## config.mk

```make
export PLATFORM = sky130hd
export DESIGN_NAME = conv_encoder_stream
export DESIGN_NICKNAME = d
export VERILOG_FILES = /design/src/rtl/viterbi_pkg.sv /design/src/rtl/conv_encoder_stream.sv
export SDC_FILE = /design/constraint.sdc
export NUM_CORES = 1
export LEC_CHECK = 0
export CAP_MARGIN = 25
export CELL_PAD_IN_SITES_DETAIL_PLACEMENT = 0
export CELL_PAD_IN_SITES_GLOBAL_PLACEMENT = 1
export CORE_UTILIZATION = 35
export DETAILED_ROUTE_END_ITERATION = 8
export GPL_ROUTABILITY_DRIVEN = 0
export PLACE_DENSITY_LB_ADDON = 0.15
export SKIP_CTS_REPAIR_TIMING = 1
export SLEW_MARGIN = 0
export SYNTH_ARGS = -nofsm -noshare
export SYNTH_HDL_FRONTEND = slang
export SYNTH_SLANG_ARGS = --single-unit
```

## constraint.sdc

```tcl
create_clock -name clk -period 1.66 [get_ports clk]
set_clock_uncertainty 0.1 [all_clocks]
set_input_delay 0.249 -clock clk [delete_from_list [all_inputs] [get_ports clk]]
set_output_delay 0.249 -clock clk [all_outputs]
set_load 0.005 [all_outputs]
```

## src/rtl/viterbi_pkg.sv

```systemverilog
// Shared convolutional-code helpers used by both the encoder and the Viterbi decoder,
// so the polynomial and bit ordering cannot diverge between the two sides.
package viterbi_pkg;

    localparam int K_DEF = 3;
    localparam int M_DEF = K_DEF - 1;
    localparam int KMAX  = 9;

    localparam logic [KMAX-1:0] G0_DEF = 9'o7;
    localparam logic [KMAX-1:0] G1_DEF = 9'o5;

    typedef enum logic {ST_DATA, ST_TAIL} enc_fsm_e;

    // Callers keep state bits above M at zero and generator bits above K at zero.
    function automatic logic [1:0] conv_sym(input logic [KMAX-2:0] state, input logic b,
                                            input logic [KMAX-1:0] g0, input logic [KMAX-1:0] g1);
        logic [KMAX-1:0] sr;
        sr = {state, b};
        return {^(sr & g0), ^(sr & g1)};
    endfunction

    function automatic logic [KMAX-2:0] conv_next(input logic [KMAX-2:0] state, input logic b,
                                                  input int unsigned m);
        logic [KMAX-2:0] mask;
        mask = (KMAX-1)'((1 << m) - 1);
        return {state[KMAX-3:0], b} & mask;
    endfunction

endpackage

```

## src/rtl/conv_encoder_stream.sv

```systemverilog
// Rate-1/2 feed-forward convolutional encoder with valid/ready streaming and
// optional zero-tail termination so every frame ends in state 0.
module conv_encoder_stream
    import viterbi_pkg::*;
#(
    parameter int           K       = 3,
    parameter logic [K-1:0] G0_OCT  = 3'o7,
    parameter logic [K-1:0] G1_OCT  = 3'o5,
    parameter bit           TAIL_EN = 1'b1
) (
    input  logic       clk,
    input  logic       rst_n,
    input  logic       in_bit,
    input  logic       in_last,
    input  logic       in_valid,
    output logic       in_ready,
    output logic [1:0] out_sym,
    output logic       out_last,
    output logic       out_valid,
    input  logic       out_ready,
    output logic       busy
);

    localparam int M  = K - 1;
    localparam int TW = $clog2(K);
    localparam logic [KMAX-1:0] G0X = KMAX'(G0_OCT);
    localparam logic [KMAX-1:0] G1X = KMAX'(G1_OCT);

    enc_fsm_e          r_fsm, w_nxt_fsm;
    // Full package width; bits above M are held at zero by conv_next's mask.
    logic [KMAX-2:0]   r_enc, w_nxt_enc;
    logic [TW-1:0]     r_tail_cnt, w_nxt_cnt;
    logic [1:0]        r_sym, w_nxt_sym;
    logic              r_last, w_nxt_last;
    logic              r_valid, w_nxt_valid;
    logic              r_busy, w_nxt_busy;

    logic              w_slot_free;
    logic              w_accept;
    logic              w_bit;
    logic [1:0]        w_sym;
    logic [KMAX-2:0]   w_enc_next;

    assign w_slot_free = !r_valid || out_ready;
    assign in_ready    = (r_fsm == ST_DATA) && w_slot_free;
    assign w_accept    = in_valid && in_ready;
    assign w_bit       = (r_fsm == ST_DATA) ? in_bit : 1'b0;
    assign w_sym       = conv_sym(r_enc, w_bit, G0X, G1X);
    assign w_enc_next  = conv_next(r_enc, w_bit, M);

    assign out_sym   = r_sym;
    assign out_last  = r_last;
    assign out_valid = r_valid;
    assign busy      = r_busy;

    always_comb begin
        w_nxt_fsm   = r_fsm;
        w_nxt_enc   = r_enc;
        w_nxt_cnt   = r_tail_cnt;
        w_nxt_sym   = r_sym;
        w_nxt_last  = r_last;
        w_nxt_valid = r_valid;
        w_nxt_busy  = r_busy;

        // Drain first; a same-cycle load below overrides valid and busy.
        if (r_valid && out_ready) begin
            w_nxt_valid = 1'b0;
            if (r_last) w_nxt_busy = 1'b0;
        end

        case (r_fsm)
            ST_DATA: begin
                if (w_accept) begin
                    w_nxt_sym   = w_sym;
                    w_nxt_valid = 1'b1;
                    w_nxt_busy  = 1'b1;
                    w_nxt_enc   = w_enc_next;
                    w_nxt_last  = 1'b0;
                    if (in_last) begin
                        if (TAIL_EN) begin
                            w_nxt_fsm = ST_TAIL;
                            w_nxt_cnt = TW'(M);
                        end else begin
                            w_nxt_last = 1'b1;
                            w_nxt_enc  = '0;
                        end
                    end
                end
            end
            ST_TAIL: begin
                if (w_slot_free) begin
                    w_nxt_sym   = w_sym;
                    w_nxt_valid = 1'b1;
                    w_nxt_enc   = w_enc_next;
                    w_nxt_cnt   = r_tail_cnt - 1'b1;
                    if (r_tail_cnt == TW'(1)) begin
                        w_nxt_last = 1'b1;
                        w_nxt_fsm  = ST_DATA;
                    end
                end
            end
            default: w_nxt_fsm = ST_DATA;
        endcase
    end

    always_ff @(posedge clk or negedge rst_n) begin
        if (!rst_n) begin
            r_fsm      <= ST_DATA;
            r_enc      <= '0;
            r_tail_cnt <= '0;
            r_sym      <= '0;
            r_last     <= 1'b0;
            r_valid    <= 1'b0;
            r_busy     <= 1'b0;
        end else begin
            r_fsm      <= w_nxt_fsm;
            r_enc      <= w_nxt_enc;
            r_tail_cnt <= w_nxt_cnt;
            r_sym      <= w_nxt_sym;
            r_last     <= w_nxt_last;
            r_valid    <= w_nxt_valid;
            r_busy     <= w_nxt_busy;
        end
    end

endmodule

```

==> impl_results.md <==
- Rows: 13
- Place WS: -0.123 ns
- Compound-cell area share of the yosys netlist: 0.135
- Worst hold-check path type: input port to asynchronous set/reset pin
- CTS Buf Count: 3
- Met3 WL: 63 um
- Worst setup margin: 0.100 ns
- Layout cells sized above 1: 0.227
- DRT antenna net count: 0
- Mux contribution to synthesized area: 0.0591
- Vias: 393
- M1 WL: 424 um
- Depth of the worst register-to-register path: 4
- First-pass GRT wire length: between 1 and 1.5 mm
- Fin Hold WS: 0.200 ns
- Arrival time worst endpoint: 1.21 ns
- Synth Area in XOR/XNOR: 0.0517
- EDFF count, synth: 0
- DR top layer: met3
- TritonRoute pass-1 iters: 2
- Core Area: 1320 um2
- P&R area growth vs syn: 36.7%
- DRC viols: 0
- Critical Path RT: about 1.3 ns
- Period utilization: 0.940
- I/O pin total: 12
- Leakage: 0.318 nW
- Die height: 40.1 um
- RSZ-0062 raised after global routing: false
- Initial antenna violation count: 0
- Clk_lat worst skew: 0.27 ns
- Grt ovf: 0
- Yosys cell types: 21
- Area of the multi-input gates: 231 um2
- CTS tree: done
- Hpwl dp: 687 um
- Sinks on Clock Net: 10
- Fin. max-slew vios: 0
- Post-synthesis simple-gate area fraction: 0.185
- Syn_area_per_cell: 10.6 um2
- Die area: 1610 um2
- Ys Warns: 0
- Worst setup SP type: flip-flop
- Bufs on Longest Clock Path: 2
- Synth area leader: dfrtp_1
- Port-buffer cells: 11
- Crit-path max FO: 3
- Final hold vios: 0
- Crit Path Class: flip-flop to primary output
- Worst R2R Setup Slack: roughly 0.3 ns
- Total track usage: 0.154
- Worst Tran Pin Value: 0.475 ns
- Die Wd: 40.1 um
- Maximum VDD drop: approximately 0.0011 V
- Setup TNS: 0 ns
- Routed wl met2: 437 um
- Post-layout min period: 1.56 ns
- Top cells by area, synth: dfrtp_1 (49%), mux2_4 (5.9%), xnor2_1 (5.2%)
- Vias in the first global route: 347
- Syn Nets: 55
- R2r endpoint: out_sym[0]
- CTS clk-pin slew, worst paths: about 0.07 ns
- Initial Util: 0.386
- Number of max-cap violations: 0
- Asr flop ratio synth: 1.00
- Detailed router's first-iteration violation count: 3
- Final setup violation count: 0
- Fillers: between 100 and 150
- Peak Freq: 641 MHz
- Vias per cell: 4.85
- Avg WL per Cell: between 10 and 15 um
- Deepest level of the CTS H-tree: 1
- Ys flop type: dfrtp_1
- Nets@finish: 74
- Fin area: 694 um2
- Top cell type's share of synthesized area: 0.493
- Pin count of the biggest net entering global routing: 11
- Top-count cell post-synth: dfrtp_1
- Seq. cell area: 250 um2
- Crit end category: primary output
- Main combinational cell family by area after synthesis: simple AND/OR/NAND/NOR gates
- Launching point of the worst reg2reg path: r_fsm
- Fin util: 0.527
- Slew headroom: 0.683
- Post-synthesis register bit count: 10
- Adder-Cell Fraction of Synth Area: 0.0246
- Register area share after synthesis: 0.493
- Cell Area, Synth: between 500 and 600 um2
- CTS root buffer: clkbuf_4
- Commonest cells post-synth: dfrtp_1 (10), nand2_1 (5), o21ai_1 (4)
- Synthesized instance count: 48
- Ant diodes: 0
- Post-Route WL: 925 um
- PwrDens: 1540 nW/um2
- Outcome: completed
- Placed Area: about 650 um2
[placed cells by master, fill, tap and decap left out, drive strengths merged]
cell	synthesis	routed
mux2	2	2
nor2b	3	3
a31oi	1	1
ha	1	1
o21a	1	1
clkbuf	0	4
buf	2	5
o21ai	7	7
a21oi	1	1
o31ai	2	2
inv	2	2
nand3	3	3
xnor2	3	3
nand2	5	5
dlymetal6s2s	0	1
dfrtp	10	10
nor2	3	3
nand2b	2	2
clkdlybuf4s50	0	10
[state kept, by name, indices dropped and copies added, names as in the netlist]
signal	count
out_valid	1
r_fsm	1
busy	1
out_last	1
r_enc	2
r_tail_cnt	2
out_sym	2
[stage by stage]
stage / power (mW) / instances
after floorplan: 0.687 / 48
after global placement: 0.858 / 76
after detailed placement: 0.865 / 76
after CTS: 1.09 / 80
after global routing: 1.16 / 81
final: 1.07 / 81
[worst max path at each step]
| stage | start | endpoint |
|---|---|---|
| 3_3_place_gp | out_ready | in_ready |
| 4_1_cts | out_valid | in_ready |
| 5_1_grt | out_valid | out_valid |
| 3_5_place_dp | out_ready | in_ready |
| 6_report | out_valid | out_valid |
| 2_1_floorplan | out_valid | out_sym[0] |
[layout make-up]
type,count,share of cell area
sequential,10,0.360
multi-input combinational,34,0.333
timing repair buffer,16,0.216
clock buffer,4,0.0523
tap,15,0.0270
inverter,2,0.0108
[worst max-delay path, cell delays in order, from the launching register on]
cell and delay, ns:
dfrtp_1 0.38, buf_4 0.14, clkdlybuf4s50_1 0.43
[per-layer routing]
| metal | GRT usage | vias up |
|---|---|---|
| met2 | 0.238 | 12 |
| li1 | - | 201 |
| met1 | 0.179 | 180 |
| met3 | 0.100 | 0 |
| met4 | 0.0259 | 0 |
| met5 | 0 | - |
[cell families after synthesis]
family | count (synthesis)
multiplexers | 2
AND/OR/NAND/NOR | 16
AO/OA/AOI/OAI | 12
flip-flops | 10
XOR/XNOR | 3
adder cells (fa/ha/maj) | 1
buffers and inverters | 4
[where the power goes]
part	leakage (nW)	total [mW]	switching [mW]	internal, mW
registers	0.120	0.401	0.0594	0.341
clock network	0.0210	0.218	0.0852	0.133
logic	0.177	0.454	0.182	0.272
(Power assumes the default switching activity.)
